==> src/rtl/regbank_pkg.sv <==
// -----------------------------------------------------------------------------
// regbank_pkg
//   Shared encodings and default sizes for the register-bank write-back slice.
//   RegDst and MemtoReg codes are given names so that the select logic reads
//   like the instruction decode it mirrors. Code 2'b11 of either select is
//   reserved and flags a write-back error.
// -----------------------------------------------------------------------------
package regbank_pkg;

    localparam int unsigned DATA_W_DEFAULT   = 32;
    localparam int unsigned ADDR_W_DEFAULT   = 5;
    localparam int unsigned NREGS_DEFAULT    = 32;
    localparam int unsigned LINK_REG_DEFAULT = 31;

    // Destination register select (RegDst)
    typedef enum logic [1:0] {
        DST_RT   = 2'b00,
        DST_RD   = 2'b01,
        DST_LINK = 2'b10,
        DST_RSVD = 2'b11
    } reg_dst_e;

    // Result source select (MemtoReg)
    typedef enum logic [1:0] {
        SRC_ALU  = 2'b00,
        SRC_MEM  = 2'b01,
        SRC_PC4  = 2'b10,
        SRC_RSVD = 2'b11
    } mem_to_reg_e;

endpackage : regbank_pkg

==> src/rtl/regbank_writeback_if.sv <==
// -----------------------------------------------------------------------------
// regbank_writeback_if
//   Bundles the retiring-instruction write-back request, the two operand read
//   ports and the pending-write status of the register bank.
//
//   Signals (direction as seen from the register bank, modport slave):
//     RegWrite   in   request write-back this cycle
//     RegDst     in   dest select   (00 rt, 01 rd, 10 link, 11 reserved)
//     MemtoReg   in   source select (00 ALU, 01 mem, 10 PC+4, 11 reserved)
//     rt, rd     in   register fields of the retiring instruction
//     ALUResult  in   ALU result
//     MemData    in   load data
//     PCplus4    in   return address for link writes
//     ReadReg1/2 in   read port addresses
//     ReadData1/2 out read port data (combinational)
//     wb_valid   out  pending write-back latch holds a write
//     wb_addr    out  pending destination
//     wb_err     out  one-cycle pulse: RegWrite with a reserved select
//   modport master is the mirror image (MEM stage / decode side).
// -----------------------------------------------------------------------------
interface regbank_writeback_if #(
    parameter int unsigned DATA_W = 32,
    parameter int unsigned ADDR_W = 5
);
    logic              RegWrite;
    logic [1:0]        RegDst;
    logic [1:0]        MemtoReg;
    logic [ADDR_W-1:0] rt;
    logic [ADDR_W-1:0] rd;
    logic [DATA_W-1:0] ALUResult;
    logic [DATA_W-1:0] MemData;
    logic [DATA_W-1:0] PCplus4;
    logic [ADDR_W-1:0] ReadReg1;
    logic [ADDR_W-1:0] ReadReg2;
    logic [DATA_W-1:0] ReadData1;
    logic [DATA_W-1:0] ReadData2;
    logic              wb_valid;
    logic [ADDR_W-1:0] wb_addr;
    logic              wb_err;

    modport master (
        output RegWrite, RegDst, MemtoReg, rt, rd, ALUResult, MemData, PCplus4,
        output ReadReg1, ReadReg2,
        input  ReadData1, ReadData2, wb_valid, wb_addr, wb_err
    );

    modport slave (
        input  RegWrite, RegDst, MemtoReg, rt, rd, ALUResult, MemData, PCplus4,
        input  ReadReg1, ReadReg2,
        output ReadData1, ReadData2, wb_valid, wb_addr, wb_err
    );

endinterface : regbank_writeback_if

==> src/rtl/regbank_read_port.sv <==
// -----------------------------------------------------------------------------
// regbank_read_port
//   One combinational register read port with write-back forwarding.
//   Priority: address 0 reads as zero; otherwise a pending write to the same
//   address supplies its data; otherwise the register array entry is returned.
//
//   Ports:
//     addr_i      in   read address
//     wb_valid_i  in   pending write-back latch holds a write
//     wb_addr_i   in   pending destination
//     wb_data_i   in   pending data
//     regs_i      in   committed register array contents
//     rdata_o     out  read data
// -----------------------------------------------------------------------------
module regbank_read_port #(
    parameter int unsigned DATA_W = 32,
    parameter int unsigned ADDR_W = 5,
    parameter int unsigned NREGS  = 32
) (
    input  logic [ADDR_W-1:0] addr_i,
    input  logic              wb_valid_i,
    input  logic [ADDR_W-1:0] wb_addr_i,
    input  logic [DATA_W-1:0] wb_data_i,
    input  logic [DATA_W-1:0] regs_i [NREGS],
    output logic [DATA_W-1:0] rdata_o
);

    always_comb begin
        if (addr_i == '0) begin
            // A captured write to register 0 must never leak through here.
            rdata_o = '0;
        end else if (wb_valid_i && (wb_addr_i == addr_i)) begin
            rdata_o = wb_data_i;
        end else begin
            rdata_o = regs_i[addr_i];
        end
    end

endmodule : regbank_read_port

==> src/rtl/regbank_writeback.sv <==
// -----------------------------------------------------------------------------
// regbank_writeback
//   Write-back end of the register operand path. Each cycle it selects the
//   destination register and result source of the retiring instruction and
//   captures them in a one-deep pending write-back latch; on the following
//   edge the latch is committed into the register bank. Both read ports see
//   the pending write through forwarding, so a result is readable right after
//   the edge that captured it.
//
//   Ports:
//     clock  in   rising-edge clock
//     reset  in   asynchronous, active-high reset (clears bank and latch)
//     bus    slave side of regbank_writeback_if (request, read ports, status)
// -----------------------------------------------------------------------------
module regbank_writeback
    import regbank_pkg::*;
#(
    parameter int unsigned DATA_W   = DATA_W_DEFAULT,
    parameter int unsigned ADDR_W   = ADDR_W_DEFAULT,
    parameter int unsigned NREGS    = NREGS_DEFAULT,
    parameter int unsigned LINK_REG = LINK_REG_DEFAULT
) (
    input  logic                clock,
    input  logic                reset,
    regbank_writeback_if.slave  bus
);

    // Pending write-back latch
    logic              wb_valid_q, wb_valid_d;
    logic [ADDR_W-1:0] wb_addr_q,  wb_addr_d;
    logic [DATA_W-1:0] wb_data_q,  wb_data_d;
    logic              wb_err_q,   wb_err_d;

    // Committed register bank
    logic [DATA_W-1:0] regs_q [NREGS];

    // Source / destination selection
    logic [ADDR_W-1:0] dest_sel;
    logic [DATA_W-1:0] src_sel;
    logic              dest_legal;
    logic              src_legal;
    logic              capture;

    // NOTE: every signal assigned in this always_comb gets a default first, so
    // no path through the case statements can leave one unassigned and infer
    // a latch.
    always_comb begin
        dest_sel   = '0;
        dest_legal = 1'b1;
        src_sel    = '0;
        src_legal  = 1'b1;

        case (reg_dst_e'(bus.RegDst))
            DST_RT:   dest_sel = bus.rt;
            DST_RD:   dest_sel = bus.rd;
            DST_LINK: dest_sel = ADDR_W'(LINK_REG);
            default:  dest_legal = 1'b0;
        endcase

        case (mem_to_reg_e'(bus.MemtoReg))
            SRC_ALU: src_sel = bus.ALUResult;
            SRC_MEM: src_sel = bus.MemData;
            SRC_PC4: src_sel = bus.PCplus4;
            default: src_legal = 1'b0;
        endcase
    end

    assign capture = bus.RegWrite & dest_legal & src_legal;

    // Address/data hold when nothing is captured; only wb_valid qualifies them.
    always_comb begin
        wb_valid_d = capture;
        wb_addr_d  = capture ? dest_sel : wb_addr_q;
        wb_data_d  = capture ? src_sel  : wb_data_q;
        wb_err_d   = bus.RegWrite & ~(dest_legal & src_legal);
    end

    // NOTE: state is updated with non-blocking assignments so that commit
    // below sees the latch contents from before the edge while capture loads
    // the new request on that same edge.
    always_ff @(posedge clock or posedge reset) begin
        if (reset) begin
            wb_valid_q <= 1'b0;
            wb_addr_q  <= '0;
            wb_data_q  <= '0;
            wb_err_q   <= 1'b0;
        end else begin
            wb_valid_q <= wb_valid_d;
            wb_addr_q  <= wb_addr_d;
            wb_data_q  <= wb_data_d;
            wb_err_q   <= wb_err_d;
        end
    end

    // NOTE: the bank is reset, which makes it flip-flops rather than a RAM
    // macro; reads must return zero straight out of reset, so this is wanted.
    always_ff @(posedge clock or posedge reset) begin
        if (reset) begin
            for (int i = 0; i < int'(NREGS); i++) begin
                regs_q[i] <= '0;
            end
        end else if (wb_valid_q && (wb_addr_q != '0)) begin
            regs_q[wb_addr_q] <= wb_data_q;
        end
    end

    regbank_read_port #(
        .DATA_W (DATA_W),
        .ADDR_W (ADDR_W),
        .NREGS  (NREGS)
    ) u_read_port1 (
        .addr_i     (bus.ReadReg1),
        .wb_valid_i (wb_valid_q),
        .wb_addr_i  (wb_addr_q),
        .wb_data_i  (wb_data_q),
        .regs_i     (regs_q),
        .rdata_o    (bus.ReadData1)
    );

    regbank_read_port #(
        .DATA_W (DATA_W),
        .ADDR_W (ADDR_W),
        .NREGS  (NREGS)
    ) u_read_port2 (
        .addr_i     (bus.ReadReg2),
        .wb_valid_i (wb_valid_q),
        .wb_addr_i  (wb_addr_q),
        .wb_data_i  (wb_data_q),
        .regs_i     (regs_q),
        .rdata_o    (bus.ReadData2)
    );

    assign bus.wb_valid = wb_valid_q;
    assign bus.wb_addr  = wb_addr_q;
    assign bus.wb_err   = wb_err_q;

endmodule : regbank_writeback

==> src/flat_wrapper.sv <==
// flat-port wrapper written by rule: the top's interface ports become plain ports
module regbank_writeback_flat import regbank_pkg::*;
#(
    parameter int unsigned DATA_W   = DATA_W_DEFAULT,
    parameter int unsigned ADDR_W   = ADDR_W_DEFAULT,
    parameter int unsigned NREGS    = NREGS_DEFAULT,
    parameter int unsigned LINK_REG = LINK_REG_DEFAULT
)
  (clock, reset, bus_RegWrite, bus_RegDst, bus_MemtoReg, bus_rt, bus_rd, bus_ALUResult, bus_MemData, bus_PCplus4, bus_ReadReg1, bus_ReadReg2, bus_ReadData1, bus_ReadData2, bus_wb_valid, bus_wb_addr, bus_wb_err);
  regbank_writeback_if #(.DATA_W(DATA_W), .ADDR_W(ADDR_W)) bus_i ();
  input  logic clock;
  input  logic reset;
  input wire logic [$bits(bus_i.RegWrite)-1:0] bus_RegWrite;
  input wire logic [$bits(bus_i.RegDst)-1:0] bus_RegDst;
  input wire logic [$bits(bus_i.MemtoReg)-1:0] bus_MemtoReg;
  input wire logic [$bits(bus_i.rt)-1:0] bus_rt;
  input wire logic [$bits(bus_i.rd)-1:0] bus_rd;
  input wire logic [$bits(bus_i.ALUResult)-1:0] bus_ALUResult;
  input wire logic [$bits(bus_i.MemData)-1:0] bus_MemData;
  input wire logic [$bits(bus_i.PCplus4)-1:0] bus_PCplus4;
  input wire logic [$bits(bus_i.ReadReg1)-1:0] bus_ReadReg1;
  input wire logic [$bits(bus_i.ReadReg2)-1:0] bus_ReadReg2;
  output wire logic [$bits(bus_i.ReadData1)-1:0] bus_ReadData1;
  output wire logic [$bits(bus_i.ReadData2)-1:0] bus_ReadData2;
  output wire logic [$bits(bus_i.wb_valid)-1:0] bus_wb_valid;
  output wire logic [$bits(bus_i.wb_addr)-1:0] bus_wb_addr;
  output wire logic [$bits(bus_i.wb_err)-1:0] bus_wb_err;
  assign bus_i.RegWrite = bus_RegWrite;
  assign bus_i.RegDst = bus_RegDst;
  assign bus_i.MemtoReg = bus_MemtoReg;
  assign bus_i.rt = bus_rt;
  assign bus_i.rd = bus_rd;
  assign bus_i.ALUResult = bus_ALUResult;
  assign bus_i.MemData = bus_MemData;
  assign bus_i.PCplus4 = bus_PCplus4;
  assign bus_i.ReadReg1 = bus_ReadReg1;
  assign bus_i.ReadReg2 = bus_ReadReg2;
  assign bus_ReadData1 = bus_i.ReadData1;
  assign bus_ReadData2 = bus_i.ReadData2;
  assign bus_wb_valid = bus_i.wb_valid;
  assign bus_wb_addr = bus_i.wb_addr;
  assign bus_wb_err = bus_i.wb_err;
  regbank_writeback #(.DATA_W(DATA_W), .ADDR_W(ADDR_W), .NREGS(NREGS), .LINK_REG(LINK_REG)) u_core (.clock(clock), .reset(reset), .bus(bus_i));
endmodule
==> config.mk <==
export PLATFORM = sky130hd
export DESIGN_NAME = regbank_writeback_flat
export DESIGN_NICKNAME = d
export VERILOG_FILES = /design/src/rtl/regbank_pkg.sv /design/src/rtl/regbank_writeback_if.sv /design/src/rtl/regbank_read_port.sv /design/src/rtl/regbank_writeback.sv /design/src/flat_wrapper.sv
export SDC_FILE = /design/constraint.sdc
export NUM_CORES = 2
export LEC_CHECK = 0
export CORE_MARGIN = 3
export CORE_UTILIZATION = 56
export DETAILED_ROUTE_END_ITERATION = 6
export GPL_TIMING_DRIVEN = 0
export PLACE_DENSITY = 0.74
export SETUP_SLACK_MARGIN = 0.3
export SLEW_MARGIN = 25
export SYNTH_ARGS = -nofsm -noshare
export SYNTH_HDL_FRONTEND = slang
export SYNTH_SLANG_ARGS = --single-unit
==> constraint.sdc <==
create_clock -name clock -period 30.1 [get_ports clock]
set_clock_uncertainty 0.15 [all_clocks]
set_input_delay 3.01 -clock clock [delete_from_list [all_inputs] [get_ports clock]]
set_output_delay 3.01 -clock clock [all_outputs]
set_load 0.01 [all_outputs]
## Yosys cells after proc, flatten, opt, wreduce, memory -nomap -nowiden

Index checks and enable logic that the tools add are counted.
Widths: inputs -> output; s select.

- Bits in registers: 1063
- Input bits: 123
- Output and inout bits: 71
- Word-level logic and storage cells: 82

- Order comparisons: 4
- Equality and inequality tests: 6
- Mux-type cells: 17
- Bitwise logic cells: 8
- Reductions and logical operators: 11

Operator list:

| operator | count |
|---|---|
| $bwmux 1024 | 1 |
| $bmux 32 s5 | 2 |
| $mux 32 | 9 |
| $demux 32 s5 | 1 |
| $pmux 32 s3 | 1 |
| $ge 6x6->1 const B | 3 |
| $not 5->6 | 3 |
| $pmux 5 s3 | 1 |
| $eq 5x5->1 | 2 |
| $logic_not 5->1 | 2 |
| $lt 6x1->1 const B | 1 |
| $reduce_or 3->1 | 2 |
| $reduce_bool 5->1 | 1 |
| $and 1x1->1 | 4 |
| $eq 2x1->1 const B | 2 |
| $eq 2x2->1 const B | 2 |
| $logic_and 1x1->1 | 4 |
| $logic_not 2->1 | 2 |
| $mux 1 | 2 |
| $not 1->1 | 1 |

## Logic depth before layout (Yosys ltp)

- Word-level depth: 6
- Depth in mapped cells: 10
- Depth with buffers taken out: 6

## Modules after synthesis

A second synthesis with hierarchy kept.

- Cell total of the unflattened synthesis: 4171
- Area total of the unflattened synthesis: 58746.3 µm²

By module, submodules not included:

| module | instances | cells each | area an instance (µm²) | sequential area each (µm²) |
|---|---|---|---|---|
| regbank_writeback | 1 | 2467 | 40566.4 | 26600.5 |
| regbank_read_port | 2 | 852 | 9090.0 | 0.0 |

## Least setup slack after synthesis

OpenSTA, ideal clock, no wires.

- Kind: input-to-output
- Start point: input bus_ReadReg2[0]
- End point: output bus_ReadData2[29]
- Arrival: 4.648 ns
- Required time: 26.940 ns
- Path slack: 22.292 ns
- Stages: 8
- Path buffers: 3
- Cell sequence: buf_4 -> buf_6 -> buf_2 -> mux4_2 -> a22oi_1 -> nand2_1 -> a32oi_1 -> nand2_1

- Word-level cells in the longest chain between the ends: 6

RTL lines:

| what | line | text |
|---|---|---|
| start: declaration | flat_wrapper.sv:22 | `input wire logic [$bits(bus_i.ReadReg2)-1:0] bus_ReadReg2;` |
| $not 5->6 (implied by the code) | regbank_read_port.sv:35 | `rdata_o = regs_i[addr_i];` |
| $bmux 32 s5 | regbank_read_port.sv:35 |  |
| $mux 32 (implied by the code) (2 in series) | regbank_read_port.sv:35 |  |
| $mux 32 | regbank_read_port.sv:32 | `end else if (wb_valid_i && (wb_addr_i == addr_i)) begin` |
| $mux 32 (*) | regbank_read_port.sv:29 | `if (addr_i == '0) begin` |
| end: declaration | flat_wrapper.sv:24 | `output wire logic [$bits(bus_i.ReadData2)-1:0] bus_ReadData2;` |

Mark *: on every way between the ends. The rest lies on a longest branch, timed or not. The select of a mux whose other input is x is not followed.

## Final worst setup path

- Start point: input bus_ReadReg1[2]
- End point: output bus_ReadData1[29]

- Word-level cells in the longest chain between the ends: 6

RTL lines:

| what | line | text |
|---|---|---|
| start: declaration | flat_wrapper.sv:21 | `input wire logic [$bits(bus_i.ReadReg1)-1:0] bus_ReadReg1;` |
| $not 5->6 (implied by the code) | regbank_read_port.sv:35 |  |
| $bmux 32 s5 | regbank_read_port.sv:35 |  |
| $mux 32 (implied by the code) (2 in series) | regbank_read_port.sv:35 |  |
| $mux 32 | regbank_read_port.sv:32 |  |
| $mux 32 (*) | regbank_read_port.sv:29 |  |
| end: declaration | flat_wrapper.sv:23 | `output wire logic [$bits(bus_i.ReadData1)-1:0] bus_ReadData1;` |

Marked as above.

==> impl_metrics.toml <==
[synthesis]
yosys_register_bits = 1063
synth_cells = 4162
synth_nets = 4285
synth_cell_types = 59
async_reset_ff_frac = 1.00
avgSynthCellArea_um2 = 13.8
yosys_warnings = 0
synth_area_mm2 = 0.0575
ys_seq_area_frac = 0.462
synth-edff-count = 0
synth-main-ff-cell = "dfrtp_1"

[power]
power.density_mw_per_mm2 = 69.7
seqPwrFrac = 0.422
p_comb_frac = 0.246
switching_share = 0.322
switchingPower_w = 0.00150
irDropWorstVdd_uv = 65.6
cell_internal_pwr_w = 0.00315
leakage_nw = 30.7
clkPwrFrac = 0.332
power.total_w = 0.00465

[critical_path]
cp_common_cell = "buf_2"
rrSetupSlack_ns = 26.63
critPathSlowestCell = "o211ai_1"
critPathMaxStageDelay_ns = 1.02
r2r_start = "u_core.bus.wb_valid"
cp_cell_sequence = "clkdlybuf4s50_1 > buf_2 > buf_2 > buf_2 > clkbuf_2 > o21a_1 > a21oi_1 > o211ai_1 > clkdlybuf4s50_1"
crit_start = "bus_ReadReg1[2]"
path_class = "in2out"
worstPathArrival_ns = 8.46
path_max_fanout = 11
cp-endpoint = "bus_ReadData1[29]"
reg2reg_to = "u_core.regs_q[601]"
rr_worst_depth = 5
end_kind = "output pin"
critPathLaunchType = "primary input"
cp.required_ns = 26.94

[global_routing]
met1_usage = 0.646
grtUsageTotal = 0.543
grt-ovfl-total = 0
grt_pass1_vias = 44500
antenna_found_initial = 22
grt.busiest_layer = "met2"
met2_usage = 0.685
grt_pass1_wl_um = 386000
grt_max_degree = 33
use_met3 = 0.361

[floorplan]
dieArea_mm2 = 0.107
start_util = 0.570
top_level_ports = 194
chipHeight_um = 327
rows = 116
dieWidth_um = 327
core-area_mm2 = 0.101

[sta]
setup_viol = 0
hold_viol_final = 0
min_period_ns = 11.62
tns_ns = 0
fin_crit_sh = 0.386
tightest_slew_ns = 1.35
drv_slew = 0
slew_headroom = 0.0985
fin_ws_ns = 18.48
hold_ws_ns = 0.323
max_freq_ghz = 0.0860
grt_setup_unrepaired = "no"

[routing]
firstDrtPassIters = 7
wl_per_cell_um = 48.5
remaining_drc_errors = 23
drt_wl_total_um = 292000
antenna_left = 0
viasPerCell = 7.89
vias = 47400
drtIter0Drc = 8641

[place]
placed_cells = 5767
port_buffers = 186
place.gp.congestion = 1.13
hpwl_um = 203000
place_ws_ns = 19.29

[final_layout]
mostFrequentLayoutCell = "dfrtp_1"
area_growth_pct = 15.9
fillCellCount = 7583
layout-drive-gt1-share = 0.383
final_cells = 6011
final_nets = 4652
layout_common_cells = "1063 x dfrtp_1, 858 x mux2_2, 392 x mux4_2"

[clock_network]
cts_max_level = 3
cts_tree = "built"
cts_setup_buffers = 0
clock_sinks = 1063
cts.clk_slew.worst_paths_ns = 0.06
cts_resized = 0
cts.root.buffer_cell = "clkbuf_16"
ctsHoldBuffers = 0
clk_latency_ns = 0.75
numCtsBuffers = 117
clockBufferDepth = 3

[run_status]
outcome = "complete, but fails checks"
violations = "DRC"

[run]
max_cap_violations = 0

[min_path]
min_path_type = "reg2reg"
worst max-delay path, delay by kind of cell:
| family | cells | cell delay [ns] |
|---|---|---|
| buffers and inverters | 6 | 4.07 |
| AO/OA/AOI/OAI | 3 | 1.31 |
power groups by stage:
stage	clock [W]	sequential, W	combinational, W
2_1_floorplan	0	0.00188	0.000698
3_3_place_gp	0	0.00195	0.00103
3_5_place_dp	0	0.00196	0.00107
4_1_cts	0.00152	0.00194	0.00108
5_1_grt	0.00158	0.00198	0.00116
6_report	0.00154	0.00196	0.00114
Yosys cell counts (5+ instances only):
master       n  share of area
mux2i_1    315          0.055
nor3b_1      8         0.0010
o21ai_0    100         0.0087
a32oi_1     14         0.0021
nor2_1     111         0.0072
a221oi_1    63         0.0096
a31oi_1      8        0.00087
a32o_1       5        0.00087
nand2_1    158          0.010
o21ai_1     34         0.0030
nand3_1     23         0.0020
buf_1       51         0.0033
o21a_1       8         0.0010
nor3_1      32         0.0028
buf_4       23         0.0030
a22oi_1     84          0.011
buf_2      111         0.0097
dfrtp_1   1063           0.46
a21oi_1     90         0.0078
and2_1       5        0.00054
clkbuf_1   233          0.015
buf_6       34         0.0067
nor2b_1     10         0.0011
o211ai_1    30         0.0039
o311ai_0     8         0.0012
nand2b_1     8        0.00087
o22a_1       5        0.00076
mux2_2     858           0.17
a211oi_1    10         0.0013
xor2_1       7         0.0011
mux2_1     146          0.029
mux4_2     392           0.15
o22ai_1     53         0.0058
a221o_1      8         0.0014
through the flow:
stage / cell area [um2] / util
floorplan: 57500 / -
global placement: 61100 / 0.605
detailed placement: 62600 / 0.620
CTS: 66600 / 0.659
global route: 66600 / 0.659
finish: 66700 / 0.660
registers in the layout (all words and copies together) (netlist names):
register / cells
u_core.wb_data_q: 32
u_core.bus.wb_valid: 1
u_core.bus.wb_err: 1
u_core.bus.wb_addr: 5
u_core.regs_q: 1024
worst min-delay path by stage:
stage	from	depth (start not counted)	end	slack, ns
floorplan	u_core.regs_q[1000]	1	u_core.regs_q[1000]	0.29
global placement	u_core.regs_q[1017]	1	u_core.regs_q[1017]	0.30
detailed placement	u_core.regs_q[993]	1	u_core.regs_q[993]	0.32
CTS	u_core.regs_q[994]	1	u_core.regs_q[994]	0.33
global route	u_core.regs_q[1023]	1	u_core.regs_q[1023]	0.35
finish	u_core.regs_q[993]	1	u_core.regs_q[993]	0.32
area by class of cell:
cell class                      instances  area [um2]  area share
Clock buffer                          165        3410      0.0511
Buffer                                457        2360      0.0354
Sequential cell                      1063       26600       0.399
Multi-Input combinational cell       2636       28700       0.430
Tap cell                             1357        1700      0.0255
Antenna cell                           30        75.1     0.00113
Inverter                                6        26.3    0.000394
Clock inverter                         49         617     0.00925
Timing Repair Buffer                  248        3220      0.0483
cell families after synthesis:
family,synth area share
and+or+nand+nor,0.0290
xor gates and xnor gates,0.00152
buffers and inverters,0.0399
AOI/OAI and AO/OA,0.0624
DFF,0.462
muxes,0.405
per-layer routing:
metal  wire length [um]  vias up
met5               1070        -
met4              27900       32
met3              54200     1407
met2             110000     5158
met1              98400    24100
li1                   -    16700
Note: power is estimated with default switching activity, not from simulation.
